## src/rtl/alu_seq_if.sv

```systemverilog
// Request/result bundle between the register-file read side and the sequential ALU.
interface alu_seq_if #(
  parameter int unsigned W = 16
);

  logic         start;
  logic [W-1:0] R;
  logic [W-1:0] S;
  logic [3:0]   Alu_op;
  logic         busy;
  logic         done;
  logic [W-1:0] Y;
  logic [W-1:0] Y_hi;
  logic         N;
  logic         Z;
  logic         C;
  logic         V;

  modport master (
    output start, R, S, Alu_op,
    input  busy, done, Y, Y_hi, N, Z, C, V
  );

  modport slave (
    input  start, R, S, Alu_op,
    output busy, done, Y, Y_hi, N, Z, C, V
  );

endinterface

```

## src/rtl/alu_seq.sv

```systemverilog
// Registered ALU with start/busy/done handshake, NZCV flags and a
// W-cycle unsigned shift-add multiplier.
module alu_seq #(
  parameter int unsigned W = 16
) (
  input  logic      clk,
  input  logic      reset,
  alu_seq_if.slave  bus
);

  localparam int unsigned CW = $clog2(W);
  localparam int unsigned EW = W + 1;
  localparam int unsigned PW = 2 * W;

  localparam logic [3:0] OP_PASS_S = 4'b0000;
  localparam logic [3:0] OP_PASS_R = 4'b0001;
  localparam logic [3:0] OP_INC    = 4'b0010;
  localparam logic [3:0] OP_DEC    = 4'b0011;
  localparam logic [3:0] OP_ADD    = 4'b0100;
  localparam logic [3:0] OP_SUB    = 4'b0101;
  localparam logic [3:0] OP_LSR    = 4'b0110;
  localparam logic [3:0] OP_LSL    = 4'b0111;
  localparam logic [3:0] OP_AND    = 4'b1000;
  localparam logic [3:0] OP_OR     = 4'b1001;
  localparam logic [3:0] OP_XOR    = 4'b1010;
  localparam logic [3:0] OP_NOT    = 4'b1011;
  localparam logic [3:0] OP_NEG    = 4'b1100;
  localparam logic [3:0] OP_ASR    = 4'b1101;
  localparam logic [3:0] OP_MUL    = 4'b1110;
  localparam logic [3:0] OP_ADC    = 4'b1111;

  typedef enum logic [0:0] {
    ST_IDLE = 1'b0,
    ST_MUL  = 1'b1
  } state_t;

  state_t        state;
  state_t        state_nxt;

  logic          single_load_c;
  logic          mul_start_c;
  logic          mul_last_c;

  logic [CW-1:0] cnt;
  logic [PW-1:0] acc;
  logic [PW-1:0] mcand;
  logic [W-1:0]  mplier;
  logic [PW-1:0] acc_step_c;

  logic [EW-1:0] ext_c;
  logic [W-1:0]  res_y_c;
  logic          res_c_c;
  logic          res_v_c;

  logic [W-1:0]  y_q;
  logic [W-1:0]  y_hi_q;
  logic          n_q;
  logic          z_q;
  logic          c_q;
  logic          v_q;
  logic          busy_q;
  logic          done_q;

  assign bus.Y    = y_q;
  assign bus.Y_hi = y_hi_q;
  assign bus.N    = n_q;
  assign bus.Z    = z_q;
  assign bus.C    = c_q;
  assign bus.V    = v_q;
  assign bus.busy = busy_q;
  assign bus.done = done_q;

  // State register.
  always_ff @(posedge clk) begin
    if (reset) begin
      state <= ST_IDLE;
    end else begin
      state <= state_nxt;
    end
  end

  // Next state and load strobes; start is only looked at while idle.
  always_comb begin
    state_nxt     = state;
    single_load_c = 1'b0;
    mul_start_c   = 1'b0;
    mul_last_c    = 1'b0;
    case (state)
      ST_IDLE: begin
        if (bus.start) begin
          if (bus.Alu_op == OP_MUL) begin
            mul_start_c = 1'b1;
            state_nxt   = ST_MUL;
          end else begin
            single_load_c = 1'b1;
          end
        end
      end
      ST_MUL: begin
        if (cnt == CW'(W - 1)) begin
          mul_last_c = 1'b1;
          state_nxt  = ST_IDLE;
        end
      end
      default: state_nxt = ST_IDLE;
    endcase
  end

  // Single-cycle result and carry/overflow, arithmetic done at W+1 bits.
  always_comb begin
    ext_c   = '0;
    res_y_c = '0;
    res_c_c = 1'b0;
    res_v_c = 1'b0;
    case (bus.Alu_op)
      OP_PASS_S: res_y_c = bus.S;
      OP_PASS_R: res_y_c = bus.R;
      OP_INC: begin
        ext_c   = {1'b0, bus.S} + EW'(1);
        res_y_c = ext_c[W-1:0];
        res_c_c = ext_c[W];
        res_v_c = ~bus.S[W-1] & res_y_c[W-1];
      end
      OP_DEC: begin
        ext_c   = {1'b0, bus.S} - EW'(1);
        res_y_c = ext_c[W-1:0];
        res_c_c = ext_c[W];
        res_v_c = bus.S[W-1] & ~res_y_c[W-1];
      end
      OP_ADD: begin
        ext_c   = {1'b0, bus.R} + {1'b0, bus.S};
        res_y_c = ext_c[W-1:0];
        res_c_c = ext_c[W];
        res_v_c = (bus.R[W-1] == bus.S[W-1]) && (res_y_c[W-1] != bus.R[W-1]);
      end
      OP_SUB: begin
        ext_c   = {1'b0, bus.R} - {1'b0, bus.S};
        res_y_c = ext_c[W-1:0];
        res_c_c = ext_c[W];
        res_v_c = (bus.R[W-1] != bus.S[W-1]) && (res_y_c[W-1] != bus.R[W-1]);
      end
      OP_LSR: begin
        res_y_c = bus.S >> 1;
        res_c_c = bus.S[0];
      end
      OP_LSL: begin
        res_y_c = bus.S << 1;
        res_c_c = bus.S[W-1];
      end
      OP_AND: res_y_c = bus.R & bus.S;
      OP_OR:  res_y_c = bus.R | bus.S;
      OP_XOR: res_y_c = bus.R ^ bus.S;
      OP_NOT: res_y_c = ~bus.S;
      OP_NEG: begin
        ext_c   = EW'(0) - {1'b0, bus.S};
        res_y_c = ext_c[W-1:0];
        res_c_c = ext_c[W];
        res_v_c = bus.S[W-1] & res_y_c[W-1];
      end
      OP_ASR: begin
        res_y_c = {bus.S[W-1], bus.S[W-1:1]};
        res_c_c = bus.S[0];
      end
      OP_ADC: begin
        ext_c   = {1'b0, bus.R} + {1'b0, bus.S} + EW'(c_q);
        res_y_c = ext_c[W-1:0];
        res_c_c = ext_c[W];
        res_v_c = (bus.R[W-1] == bus.S[W-1]) && (res_y_c[W-1] != bus.R[W-1]);
      end
      default: res_y_c = '0;
    endcase
  end

  // One shift-add multiplier step: add the shifted multiplicand when the current bit is set.
  assign acc_step_c = acc + (mplier[0] ? mcand : '0);

  // Multiplier working registers and iteration counter.
  always_ff @(posedge clk) begin
    if (reset) begin
      cnt    <= '0;
      acc    <= '0;
      mcand  <= '0;
      mplier <= '0;
    end else if (mul_start_c) begin
      cnt    <= '0;
      acc    <= '0;
      mcand  <= PW'(bus.R);
      mplier <= bus.S;
    end else if (state == ST_MUL) begin
      cnt    <= mul_last_c ? '0 : cnt + CW'(1);
      acc    <= acc_step_c;
      mcand  <= mcand << 1;
      mplier <= mplier >> 1;
    end
  end

  // Result, flag and handshake registers; results only change on a done edge.
  always_ff @(posedge clk) begin
    if (reset) begin
      y_q    <= '0;
      y_hi_q <= '0;
      n_q    <= 1'b0;
      z_q    <= 1'b0;
      c_q    <= 1'b0;
      v_q    <= 1'b0;
      busy_q <= 1'b0;
      done_q <= 1'b0;
    end else begin
      busy_q <= (state_nxt == ST_MUL);
      done_q <= single_load_c | mul_last_c;
      if (single_load_c) begin
        y_q    <= res_y_c;
        y_hi_q <= '0;
        n_q    <= res_y_c[W-1];
        z_q    <= (res_y_c == '0);
        c_q    <= res_c_c;
        v_q    <= res_v_c;
      end else if (mul_last_c) begin
        y_q    <= acc_step_c[W-1:0];
        y_hi_q <= acc_step_c[PW-1:W];
        n_q    <= acc_step_c[PW-1];
        z_q    <= (acc_step_c == '0);
        c_q    <= (acc_step_c[PW-1:W] != '0);
        v_q    <= 1'b0;
      end
    end
  end

endmodule

```

## src/flat_wrapper.sv

```systemverilog
// flat-port wrapper written by rule: the top's interface ports become plain ports
module alu_seq_flat 
#(
  parameter int unsigned W = 16
)
  (clk, reset, bus_start, bus_R, bus_S, bus_Alu_op, bus_busy, bus_done, bus_Y, bus_Y_hi, bus_N, bus_Z, bus_C, bus_V);
  alu_seq_if #(.W(W)) bus_i ();
  input  logic clk;
  input  logic reset;
  input wire logic [$bits(bus_i.start)-1:0] bus_start;
  input wire logic [$bits(bus_i.R)-1:0] bus_R;
  input wire logic [$bits(bus_i.S)-1:0] bus_S;
  input wire logic [$bits(bus_i.Alu_op)-1:0] bus_Alu_op;
  output wire logic [$bits(bus_i.busy)-1:0] bus_busy;
  output wire logic [$bits(bus_i.done)-1:0] bus_done;
  output wire logic [$bits(bus_i.Y)-1:0] bus_Y;
  output wire logic [$bits(bus_i.Y_hi)-1:0] bus_Y_hi;
  output wire logic [$bits(bus_i.N)-1:0] bus_N;
  output wire logic [$bits(bus_i.Z)-1:0] bus_Z;
  output wire logic [$bits(bus_i.C)-1:0] bus_C;
  output wire logic [$bits(bus_i.V)-1:0] bus_V;
  assign bus_i.start = bus_start;
  assign bus_i.R = bus_R;
  assign bus_i.S = bus_S;
  assign bus_i.Alu_op = bus_Alu_op;
  assign bus_busy = bus_i.busy;
  assign bus_done = bus_i.done;
  assign bus_Y = bus_i.Y;
  assign bus_Y_hi = bus_i.Y_hi;
  assign bus_N = bus_i.N;
  assign bus_Z = bus_i.Z;
  assign bus_C = bus_i.C;
  assign bus_V = bus_i.V;
  alu_seq #(.W(W)) u_core (.clk(clk), .reset(reset), .bus(bus_i));
endmodule
```

## config.mk

```make
export PLATFORM = sky130hd
export DESIGN_NAME = alu_seq_flat
export DESIGN_NICKNAME = d
export VERILOG_FILES = /design/src/rtl/alu_seq_if.sv /design/src/rtl/alu_seq.sv /design/src/flat_wrapper.sv
export SDC_FILE = /design/constraint.sdc
export NUM_CORES = 1
export LEC_CHECK = 0
export BUFFER_PORTS_ARGS = -buffer_cell sky130_fd_sc_hd__buf_2
export CORE_MARGIN = 8
export CORE_UTILIZATION = 30
export DETAILED_ROUTE_END_ITERATION = 16
export GPL_TIMING_DRIVEN = 0
export PLACE_DENSITY = 0.54
export SYNTH_ARGS = -nofsm -noshare
export SYNTH_HDL_FRONTEND = slang
export SYNTH_SLANG_ARGS = --single-unit
```

## constraint.sdc

```tcl
create_clock -name clk -period 5.15 [get_ports clk]
set_input_delay 0.515 -clock clk [delete_from_list [all_inputs] [get_ports clk]]
set_output_delay 0.515 -clock clk [all_outputs]
set_load 0.01 [all_outputs]
```

## After elaboration in Yosys (flattened, before gate mapping)

Cells that the tools add are included.

| storage, ports and cells | value |
|---|---|
| word-level logic and storage cells | 94 |
| input bits | 39 |
| flip-flop bits (word level) | 122 |

| cells by class | value |
|---|---|
| bitwise gates (word level) | 11 |
| eq/ne operators | 21 |
| $add $sub $neg | 8 |
| reduce and logical (&&, ||, !) cells | 12 |
| mux-type cells | 29 |

Operators by type and width:

| cell | count |
|---|---|
| $pmux 16 s15 | 1 |
| $mux 16 | 6 |
| $eq 4x4->1 const B | 9 |
| $add 32x32->32 | 1 |
| $logic_not 32->1 | 1 |
| $mux 32 | 1 |
| $add 16x1->17 const B | 1 |
| $add 16x16->17 | 1 |
| $add 17x1->17 | 1 |
| $mux 1 | 17 |
| $sub 1x16->17 const A | 1 |
| $sub 16x1->17 const B | 1 |
| $sub 16x16->17 | 1 |
| $and 16x16->16 | 1 |
| $eq 4x3->1 const B | 4 |
| $logic_not 16->1 | 1 |
| $not 16->16 | 1 |
| $or 16x16->16 | 1 |
| $reduce_bool 16->1 | 1 |
| $xor 16x16->16 | 1 |
| $eq 4x2->1 const B | 2 |
| $pmux 1 s8 | 1 |
| $pmux 1 s6 | 1 |
| $reduce_or 2->1 | 3 |
| 12 further kinds | 22 |

## Longest topological paths before layout

Gate-level depths: netlist (run 1).

| logic depth | value |
|---|---|
| word-level depth | 6 |
| depth in mapped cells | 15 |
| depth with buffers taken out | 14 |

## Worst setup path after synthesis (run 1)

OpenSTA, ideal clock, no wires.

| timing | value |
|---|---|
| path kind | input to register |
| start | input port bus_S[1] |
| end | register u_core.z_q, in the netlist u_core.bus.Z |
| library setup time | 0.069 ns |
| path slack | 1.289 ns |
| path buffers | 1 |
| data required time | 5.081 ns |
| cell stages on the path | 13 |
| data arrival time | 3.792 ns |
| path through | clkbuf_1 inv_1 ha_1 a21o_1 and4_1 nor3_1 mux2i_1 nand4bb_4 nor2b_1 o32ai_1 or4_1 or4b_1 o21ai_1 |

| on the way | value |
|---|---|
| cells in the longest elaborated chain, start to end | 5 |
| elaborated cells on any way between the ends | 13 |
| classes of those cells | 6 x add/sub; 2 x mux; 4 x bitwise; 1 x reduce/logical |

RTL lines:

| element | line | source |
|---|---|---|
| from (decl) | flat_wrapper.sv:12 | `input wire logic [$bits(bus_i.S)-1:0] bus_S;` |
| $add 16x16->17 | alu_seq.sv:131, alu_seq.sv:165 |  |
| $add 17x1->17 | alu_seq.sv:165 | `ext_c = {1'b0, bus.R} + {1'b0, bus.S} + EW'(c_q);` |
| $pmux 16 s15 (*) | alu_seq.sv:115 | `case (bus.Alu_op)` |
| $logic_not 16->1 (*) | alu_seq.sv:215 | `z_q <= (res_y_c == '0);` |
| $mux 1 (*) | alu_seq.sv:211 | `if (single_load_c) begin` |
| to (signal assigned) | alu_seq.sv:215 |  |
| to (signal assigned) | alu_seq.sv:222 | `z_q <= (acc_step_c == '0);` |
| to (decl) | alu_seq.sv:58 | `logic z_q;` |

Mark *: on every way between the ends. The rest lies on a longest branch, timed or not.
A chain may end at the register's enable or synchronous reset.

## Worst setup path after layout (run 1)

| timing | value |
|---|---|
| start | register u_core.mplier[0] |
| end | register u_core.c_q, in the netlist u_core.bus.C |

| on the way | value |
|---|---|
| cells in the longest elaborated chain, start to end | 5 |

RTL lines:

| element | line | source |
|---|---|---|
| from (decl) | alu_seq.sv:47 | `logic [W-1:0] mplier;` |
| from (signal assigned) | alu_seq.sv:188 | `mplier <= bus.S;` |
| from (signal assigned) | alu_seq.sv:193 | `mplier <= mplier >> 1;` |
| $mux 32 | alu_seq.sv:175 | `assign acc_step_c = acc + (mplier[0] ? mcand : '0);` |
| $add 32x32->32 | alu_seq.sv:175 |  |
| $reduce_bool 16->1 | alu_seq.sv:223 | `c_q <= (acc_step_c[PW-1:W] != '0);` |
| $mux 1 | alu_seq.sv:218 | `end else if (mul_last_c) begin` |
| $mux 1 | alu_seq.sv:211 |  |
| to (signal assigned) | alu_seq.sv:216 | `c_q <= res_c_c;` |
| to (signal assigned) | alu_seq.sv:223 |  |
| to (decl) | alu_seq.sv:59 | `logic c_q;` |

Every way passes these cells. The select of a mux whose other input is x is not followed.

==> run summary, run 1 <==
Status -> complete, no violations
Fraction of registers with async set/reset -> 0
DP HPWL -> 42,200 um
Rel. slew slack -> 0.0555
Element type at the critical path start -> flip-flop
PortBufs -> 75
Die area -> 46,500 sq um
Reg2Reg Capture Point -> u_core.bus.C
Worst-path clk slew -> 70 ps
Seq cells post-synth -> 122
TritonRoute pass-1 iters -> 6
Cts bufs inserted -> 17
Ys Warns -> 0
Crit path from -> u_core.mplier[0]
CTS Buffer Depth -> 2
Crit-path max FO -> 10
Initial Util -> 0.302
Syn_nets -> 1,799
Gr usage total -> 0.218
Sink Count -> 122
Initial DRC count -> 1,454
DRC viols -> 0
Post-CTS Setup Bufs -> 0
Initial antenna violation count -> 3
Cells on worst reg2reg path -> 14
CTS tree -> done
Sequential share of power -> 0.328
WP data arrival -> 5030 ps
Commonest cells post-synth -> nor2_1, a21oi_1, nand2_1
Synth Cell Area -> 12,000 sq um
Final setup margin -> 404 ps
Nets -> 1,893
Synth area leader -> dfxtp_1
Post-synth EDFFs -> 0
Layout Skew -> 18.5 ps
First-pass GRT wire length -> 78,700 um
Largest net degree at the start of global routing -> 17
Unique cell type count in the Yosys netlist -> 91
Share of the synthesized area in the top cell type -> 0.204
Area of the core -> 39,500 sq um
Clock power frac -> 0.408
Final setup violation count -> 0
Hold Startpoint -> u_core.bus.Y_hi[10]
Vert. Die Dim -> 216 um
FP Rows -> 73
Sw Pwr -> 0.987 mW
Fmax achieved -> 0.211 GHz
Final slew viol count -> 0
Num ports -> 77
WP data required -> 5430 ps
Seq/Total Area, Yosys -> 0.204
Tcrit/Tclk final -> 0.921
Wire per inst -> 22.9 um
Syn-to-layout area delta -> 13.7%
ANT nets after route -> 0
PnR Total Power -> 2.98 mW
Main synth FF type -> dfxtp_1
CTS H-Tree Depth -> 4
Ratio of routed vias to standard cells -> 5.79
Syn Area/Cell -> 7.15 sq um
Vias -> 13,300
Clock root buffer -> clkbuf_16
Most frequent cell after synthesis -> nor2_1
Maximum vdd ir drop -> 0.167 mV
RSZ-0062 raised after global routing -> false
Cells after DPL -> 2,272
Hold crit path type -> flip-flop to flip-flop
Die Wd -> 216 um
Reg2reg setup slack -> 400 ps
Gr ovfl total -> 0
WS Path Type -> flip-flop to flip-flop
Core Util, Final -> 0.344
Comb power frac -> 0.264
Final Hold Violating Endpoints -> 0
Internal cell power -> 1.99 mW
Leakage power -> 5.29 nW
DP Worst Slack -> -169 ps
Clock latency on the worst-skew pair -> 440 ps
Switching share of power -> 0.331
Layout Cells excl Fill -> 2,304
Post-CTS Hold Buffers -> 0
Vias in the first global route -> 12,400
Pwr dens -> 219 nW/um^2
Reg-to-reg startpoint -> u_core.mplier[0]
Area contributors post-synth -> dfxtp_1, ha_1, nor2_1
CP endpoint kind -> flip-flop
Hold WS -> 450 ps
Worst-margin pin slew -> 1410 ps
Total Wirelength -> 52,700 um
Placer Congestion -> 0.962
Max-Cap Viols -> 0
Post-Synthesis Cells -> 1,672
Layout cell share with drive strength beyond 1 -> 0.0878
CP endpoint -> u_core.bus.C
Tmin final -> 4750 ps
-- power groups by stage --
stage                     Clock [mW]  Combinational [mW]  Sequential (mW)
after floorplan                    0               0.482            0.998
after global placement             0               0.759            0.998
after detailed placement           0               0.758            0.998
after CTS                       1.23               0.762            0.978
after global routing            1.27               0.839            0.980
final                           1.22               0.786            0.979
-- flip-flops by register name, indices dropped and copies added (netlist names) --
| register | cells |
|---|---|
| u_core.mcand | 32 |
| u_core.bus.C | 1 |
| u_core.bus.done | 1 |
| u_core.acc | 32 |
| u_core.bus.V | 1 |
| u_core.bus.Y_hi | 16 |
| u_core.bus.busy | 1 |
| u_core.cnt | 4 |
| u_core.bus.N | 1 |
| u_core.bus.Z | 1 |
| u_core.bus.Y | 16 |
| u_core.mplier | 16 |
-- layout make-up --
type / instances / area (sq um)
Fill cell: 4253 / 26000
Tap cell: 525 / 657
Multi-Input combinational cell: 1367 / 8810
Inverter: 67 / 251
Clock buffer: 21 / 460
Antenna cell: 2 / 5.00
Buffer: 116 / 467
Clock inverter: 9 / 123
Sequential cell: 122 / 2440
Timing Repair Buffer: 75 / 375
-- per-stage QoR --
step	instance area, sq um	setup TNS (ps)
CTS	13600	0
detailed placement	13000	-247
global placement	13000	-257
floorplan	12000	0
global route	13600	0
finish	13600	0
-- layout by cell type (no fill, tap or decap), types with 17 or more instances in the layout --
cell       Yosys  routed
nor2_1       256     256
a21oi_1      176     176
nand2_1      143     143
dfxtp_1      122     122
buf_2         16      91
clkbuf_1      86      88
ha_1          85      85
o21ai_0       67      67
inv_1         63      63
xnor2_1       54      54
mux2i_1       53      53
nor3_1        44      44
and2_1        39      39
nand3_1       36      36
a211oi_1      30      29
a22oi_1       26      26
nand4_1       21      21
xor2_1        21      21
nor2b_1       18      18
and3_1        17      17
clkbuf_16      0      17
-- repair_timing --
| action | 4_1_cts | 5_1_grt |
|---|---|---|
| resized for setup | 1 | 2 |
| endpoints found under the setup margin | 2 | 2 |
| endpoints found under the hold margin | 0 | 0 |
-- worst max-delay path, stage by stage, from the launching register on --
cell and delay [ps]:
dfxtp_1 520, clkbuf_1 330, nand2_1 160, inv_1 80, ha_1 230, a211oi_1 240, nor2_1 160, a2111oi_2 720
o21ai_0 350, a311oi_1 350, xor2_1 330, o2111ai_1 220, nor4_2 630, a21o_1 200, a211oi_1 60
-- kinds of logic (layout without fill, tap and decap cells) --
| logic type | after synthesis | after routing | synth area share |
|---|---|---|---|
| mux | 60 | 60 | 0.0528 |
| buf+inv | 183 | 288 | 0.0601 |
| flops | 122 | 122 | 0.204 |
| fa+ha+maj | 88 | 88 | 0.0940 |
| compound gates | 479 | 479 | 0.266 |
| xor+xnor | 75 | 75 | 0.0549 |
| simple gates | 665 | 665 | 0.268 |
| other cells | 0 | 2 | 0 |
-- per-layer routing --
layer / global-route usage / up-vias / share of wire
li1: - / 6236 / -
met1: 0.313 / 6397 / 0.47
met2: 0.311 / 590 / 0.40
met3: 0.0537 / 107 / 0.090
met4: 0.0742 / 4 / 0.035
met5: 0 / - / 0.00049
-- worst min-delay path by stage --
stage                                to  cells past startpoint
global placement    u_core.bus.Y_hi[10]                      2
CTS                 u_core.bus.Y_hi[10]                      2
global route         u_core.bus.Y_hi[9]                      2
detailed placement  u_core.bus.Y_hi[10]                      2
floorplan             u_core.mplier[13]                      2
finish              u_core.bus.Y_hi[10]                      2
(Power assumes the default switching activity.)
==> run 2: changes to the inputs <==
--- a/config.mk
+++ b/config.mk
@@ -6,11 +6,10 @@
 export NUM_CORES = 1
 export LEC_CHECK = 0
 export BUFFER_PORTS_ARGS = -buffer_cell sky130_fd_sc_hd__buf_2
-export CORE_MARGIN = 8
 export CORE_UTILIZATION = 30
+export CTS_CLUSTER_DIAMETER = 50
 export DETAILED_ROUTE_END_ITERATION = 16
 export GPL_TIMING_DRIVEN = 0
-export PLACE_DENSITY = 0.54
 export SYNTH_ARGS = -nofsm -noshare
 export SYNTH_HDL_FRONTEND = slang
 export SYNTH_SLANG_ARGS = --single-unit
==> run 2 against run 1 <==
Clock power hardly changed. Flip-flop and latch count unchanged. First-iteration DRC count is 6.7% lower. Worst hold slack improved by 1.2 ps. Global-route usage grew 2.9 points. Critical path depth unchanged.
==> run summary, run 2 (same netlist as run 1, synthesis figures left out) <==
First-pass GRT wire length -> 76,700 um (-2.5%)
Gr ovfl total -> 0 (unchanged)
Slowest-stage cell, CP -> nor4_2
Total Wirelength -> 50,700 um (-3.8%)
Worst-path clk slew -> 70 ps (about the same)
Worst-margin pin slew -> 1260 ps (-149 ps)
Largest incremental delay on the critical path -> 740 ps (+20 ps)
Wire per inst -> 22.1 um (-3.5%)
RSZ-0062 raised after global routing -> false
Commonest cells after routing, fill and taps aside -> nor2_1, a21oi_1, nand2_1
Die area -> 40,700 sq um (-13%)
Clock root buffer -> clkbuf_16
DP Worst Slack -> -138 ps (+31.0 ps)
Initial DRC count -> 1,357 (-6.7%)
Hold WS -> 451 ps (+1.21 ps)
# diodes -> 0 (-2)
Initial antenna violation count -> 0 (-3)
Num ports -> 77 (unchanged)
Maximum vdd ir drop -> 0.160 mV (-4.5%)
Core Util, Final -> 0.349 (+0.00494)
Die Wd -> 202 um (-6.5%)
Vias -> 13,200 (-0.77%)
WS Path Type -> input pin to flip-flop
Cts bufs inserted -> 17 (unchanged)
Tcrit/Tclk final -> 0.937 (+0.0159)
Fmax achieved -> 0.207 GHz (-1.7%)
TritonRoute pass-1 iters -> 6 (unchanged)
Final setup margin -> 323 ps (-81.8 ps)
Worst-path cell chain -> buf_2 > clkbuf_1 > inv_1 > ha_1 > buf_2 > nand3_1 > nor4_2 > nor4_1 > nor3_1 > nand4bb_4 > nor4b_1 > or4_1 > or4b_1 > o21ai_1
FP Rows -> 72 (-1.4%)
DP HPWL -> 40,500 um (-4.1%)
Vias in the first global route -> 12,400 (-0.18%)
WP data arrival -> 5200 ps (+170 ps)
PnR Total Power -> 2.96 mW (-0.59%)
Rel. slew slack -> 0.162 (+0.106)
Vert. Die Dim -> 202 um (-6.5%)
Syn-to-layout area delta -> 13.7% (about the same)
Area of the core -> 39,000 sq um (-1.4%)
Status -> complete, no violations
WP data required -> 5520 ps (+90 ps)
Post-CTS Hold Buffers -> 0 (unchanged)
Ratio of routed vias to standard cells -> 5.76 (-0.47%)
Sink Count -> 122 (unchanged)
Pwr dens -> 218 nW/um^2 (-0.63%)
Hold crit path type -> flip-flop to flip-flop
Final slew viol count -> 0 (unchanged)
Layout Skew -> 10.9 ps (-7.59 ps)
Gr usage total -> 0.246 (+0.0286)
Final setup violation count -> 0 (unchanged)
Layout cell share with drive strength beyond 1 -> 0.0905 (+0.00271)
CP endpoint kind -> flip-flop
Crit-path max FO -> 10 (unchanged)
Tmin final -> 4830 ps (+81.8 ps)
PortBufs -> 75 (unchanged)
ANT nets after route -> 0 (unchanged)
Largest net degree at the start of global routing -> 17 (unchanged)
Leakage power -> 5.29 nW (-0.10%)
CTS H-Tree Depth -> 4 (unchanged)
Nets -> 1,893 (unchanged)
CTS tree -> done
DRC viols -> 0 (unchanged)
Clock latency on the worst-skew pair -> 430 ps (about the same)
Element type at the critical path start -> input pin
Max-Cap Viols -> 0 (unchanged)
Initial Util -> 0.307 (+0.00420)
Most common cell after layout, fill and taps aside -> nor2_1
Biggest regs -> u_core.acc x32, u_core.mcand x32
CTS Buffer Depth -> 2 (unchanged)
Most frequent CP cell -> buf_2
Final Hold Violating Endpoints -> 0 (unchanged)
Placer Congestion -> 0.993 (+3.2%)
-- run 2: cell count changes in the layout (fill, tap and decap cells not counted), sizes merged --
cell,change
clkinvlp,+2
inv,+5
clkinv,-1
bufinv,-1
clkbuf,-3
diode,-2
-- run 2: what timing repair did --
action                                  4_1_cts  5_1_grt
gates cloned                                  0        0
setup buffers                                 0        0
endpoints found under the setup margin        2        3
resized for setup                             1        3
-- run 2: power by group --
part / total (mW) / internal (mW) / switching, mW / leakage, nW
logic: 0.772 / 0.254 / 0.518 / 4.02
registers: 0.978 / 0.962 / 0.0161 / 0.987
clock network: 1.21 / 0.723 / 0.489 / 0.281
-- run 2: layer usage --
layer,global-route usage,part of all wire,up-vias
li1,-,-,6237
met1,0.359,0.48,6321
met2,0.350,0.40,585
met3,0.0551,0.089,88
met4,0.0869,0.029,0
met5,0,0,-
-- run 2: critical path, delay by kind of cell --
family | cells | cell delay, ps
adder cells (fa/ha/maj) | 1 | 370
buffers and inverters | 4 | 1080
AO/OA/AOI/OAI | 1 | 130
AND/OR/NAND/NOR | 8 | 3090
-- run 2: per-stage QoR --
stage / cell area [sq um] / setup TNS (ps) / cells
after global placement: 13000 / -225 / 2265
after global routing: 13600 / 0 / 2297
final: 13600 / 0 / 2297
after floorplan: 12000 / 0 / 1672
after CTS: 13600 / 0 / 2297
after detailed placement: 13000 / -202 / 2265
-- run 2: worst paths after layout --
| check | startpoint | endpoint | slack [ps] | cells past startpoint |
|---|---|---|---|---|
| setup reg to reg | u_core.mplier[0] | u_core.bus.C | 470 | 14 |
| setup / recovery | bus_S[7] | u_core.bus.Z | 320 | 14 |
| hold reg to reg | u_core.bus.Y_hi[4] | u_core.bus.Y_hi[4] | 450 | 2 |
| hold / removal | u_core.bus.Y_hi[4] | u_core.bus.Y_hi[4] | 450 | 2 |
-- run 2: final cells by class --
class / count / area (sq um)
Buffer: 116 / 467
Timing Repair Buffer: 75 / 375
Multi-Input combinational cell: 1367 / 8830
Inverter: 67 / 251
Clock buffer: 18 / 429
Tap cell: 518 / 648
Clock inverter: 14 / 163
Sequential cell: 122 / 2440
Fill cell: 4199 / 25400
==> run 3: changes to the inputs <==
==> constraint.sdc (replaced) <==
create_clock -name clk -period 5.15 [get_ports clk]
set_input_delay 1.03 -clock clk [delete_from_list [all_inputs] [get_ports clk]]
set_output_delay 1.03 -clock clk [all_outputs]
set_load 0.01 [all_outputs]
==> run 3 against run 2 <==
Worst hold slack about the same. Register-to-register slack got worse by 30 ps. Critical endpoint unchanged. Sequential power is essentially flat.
==> run summary, run 3 (same netlist as run 1, synthesis figures left out) <==
Initial DRC count -> 1,452 (+7.0%)
FP Rows -> 72 (unchanged)
Num ports -> 77 (unchanged)
Reg2Reg Capture Point -> u_core.bus.C
Element type at the critical path start -> input pin
Hold WS -> 451 ps (-0.177 ps)
DP Worst Slack -> -653 ps (-515 ps)
Tcrit/Tclk final -> 0.998 (+0.0607)
Grt met1 use -> 0.359 (about the same)
Initial antenna violation count -> 0 (unchanged)
Reg2reg setup slack -> 440 ps (-30 ps)
WS Path Type -> input pin to flip-flop
Sink Count -> 122 (unchanged)
Ratio of routed vias to standard cells -> 5.77 (+0.19%)
Leakage power -> 5.30 nW (+0.28%)
CTS tree -> done
Layer with the highest usage -> met1
DRC viols -> 0 (unchanged)
Layout cell share with drive strength beyond 1 -> 0.0934 (+0.00286)
Final Hold Violating Endpoints -> 0 (unchanged)
M2 GR Usage -> 0.351 (+0.000862)
Post-CTS Setup Bufs -> 0 (unchanged)
Initial Util -> 0.307 (unchanged)
CTS Buffer Depth -> 2 (unchanged)
ANT nets after route -> 0 (unchanged)
Hold Startpoint -> u_core.bus.Y_hi[4]
Hold crit path type -> flip-flop to flip-flop
Die Wd -> 202 um (unchanged)
Most common cell after layout, fill and taps aside -> nor2_1
Vert. Die Dim -> 202 um (unchanged)
Nets -> 1,892 (-0.053%)
Pwr dens -> 218 nW/um^2 (about the same)
Hold-critical path endpoint -> u_core.bus.Y_hi[4]
CTS H-Tree Depth -> 4 (unchanged)
PortBufs -> 75 (unchanged)
PnR Total Power -> 2.97 mW (+0.17%)
Vias -> 13,300 (+0.15%)
TritonRoute pass-1 iters -> 5 (-1)
Rel. slew slack -> 0.135 (-0.0267)
Status -> complete, no violations
Clock latency on the worst-skew pair -> 430 ps (about the same)
Wire per inst -> 22.2 um (+0.37%)
RSZ-0062 raised after global routing -> false
Hold Path Stages -> 2 (unchanged)
Tmin final -> 5140 ps (+313 ps)
Total Wirelength -> 50,900 um (+0.32%)
Die area -> 40,700 sq um (unchanged)
Gr usage total -> 0.246 (about the same)
Vias in the first global route -> 12,400 (-0.072%)
CP endpoint kind -> flip-flop
WP data arrival -> 5510 ps (+310 ps)
Clock root buffer -> clkbuf_16
Area of the core -> 39,000 sq um (unchanged)
Final slew viol count -> 0 (unchanged)
Max-Cap Viols -> 0 (unchanged)
Cells on worst reg2reg path -> 14 (unchanged)
Fmax achieved -> 0.195 GHz (-6.1%)
Layout Cells excl Fill -> 2,296 (-0.044%)
Maximum vdd ir drop -> 0.160 mV (-0.22%)
Cts bufs inserted -> 17 (unchanged)
# diodes -> 0 (unchanged)
WP data required -> 5520 ps (about the same)
Core Util, Final -> 0.350 (+0.000898)
First-pass GRT wire length -> 76,800 um (about the same)
Final setup violation count -> 0 (unchanged)
Largest net degree at the start of global routing -> 17 (unchanged)
Met3 GRT Util -> 0.0551 (unchanged)
Placer Congestion -> 0.993 (unchanged)
DP HPWL -> 40,500 um (unchanged)
Biggest regs -> u_core.acc x32, u_core.mcand x32
Reg-to-reg startpoint -> u_core.mplier[0]
Layout Skew -> 11.3 ps (+0.393 ps)
Syn-to-layout area delta -> 14.0%
Worst-margin pin slew -> 1300 ps (+40.1 ps)
Final setup margin -> 10.1 ps (-313 ps)
Worst-path clk slew -> 70 ps (about the same)
Commonest cells after routing, fill and taps aside -> nor2_1, a21oi_1, nand2_1
Gr ovfl total -> 0 (unchanged)
Crit-path max FO -> 10 (unchanged)
Cells after DPL -> 2,265 (unchanged)
-- run 3: through the flow --
stage / setup TNS (ps) / cell area (sq um)
global placement: -2560 / 13000
global route: 0 / 13600
CTS: 0 / 13600
detailed placement: -2790 / 13000
finish: 0 / 13600
floorplan: 0 / 12000
-- run 3: power by group --
group	internal [mW]	switching, mW	leakage [nW]	total, mW
combinational	0.257	0.523	4.03	0.780
clock	0.723	0.486	0.281	1.21
sequential	0.962	0.0162	0.987	0.978
total	1.94	1.03	5.30	2.97
-- run 3: how the worst max path moves through the flow --
stage	cells after the start	slack (ps)	end	start
finish	15	10	u_core.bus.Z	bus_S[2]
global route	15	4	u_core.bus.V	bus_S[2]
CTS	14	70	u_core.bus.Z	bus_S[7]
detailed placement	14	-650	u_core.bus.Z	bus_S[7]
global placement	14	-630	u_core.bus.Z	bus_S[7]
floorplan	13	770	u_core.bus.Z	bus_S[1]
-- run 3: critical path: stages --
cell and delay, ps:
buf_2 170, clkbuf_1 460, inv_1 220, ha_1 390, buf_6 160, nand2b_1 170
a221oi_1 910, o2111ai_1 340, a21o_1 260, nand2_1 70, xnor2_1 110, o32ai_1 90
or4_1 500, or4b_1 480, o21ai_1 130
-- run 3: cell type report --
| type | count | area, sq um |
|---|---|---|
| clock buffer | 18 | 429 |
| buffer | 115 | 463 |
| sequential | 122 | 2440 |
| clock inverter | 14 | 163 |
| fill | 4194 | 25400 |
| timing repair buffer | 75 | 375 |
| inverter | 67 | 251 |
| tap | 518 | 648 |
| multi-input combinational | 1367 | 8860 |
-- run 3: routing by layer --
layer  part of all wire  up-vias
li1                   -     6220
met1               0.47     6324
met2               0.40      608
met3              0.097       99
met4              0.031        0
met5                  0        -
-- run 3: what timing repair did --
action | CTS | global route
gates resized for setup | 2 | 9
hold buffers | 0 | 0
endpoints found under the setup margin | 3 | 6
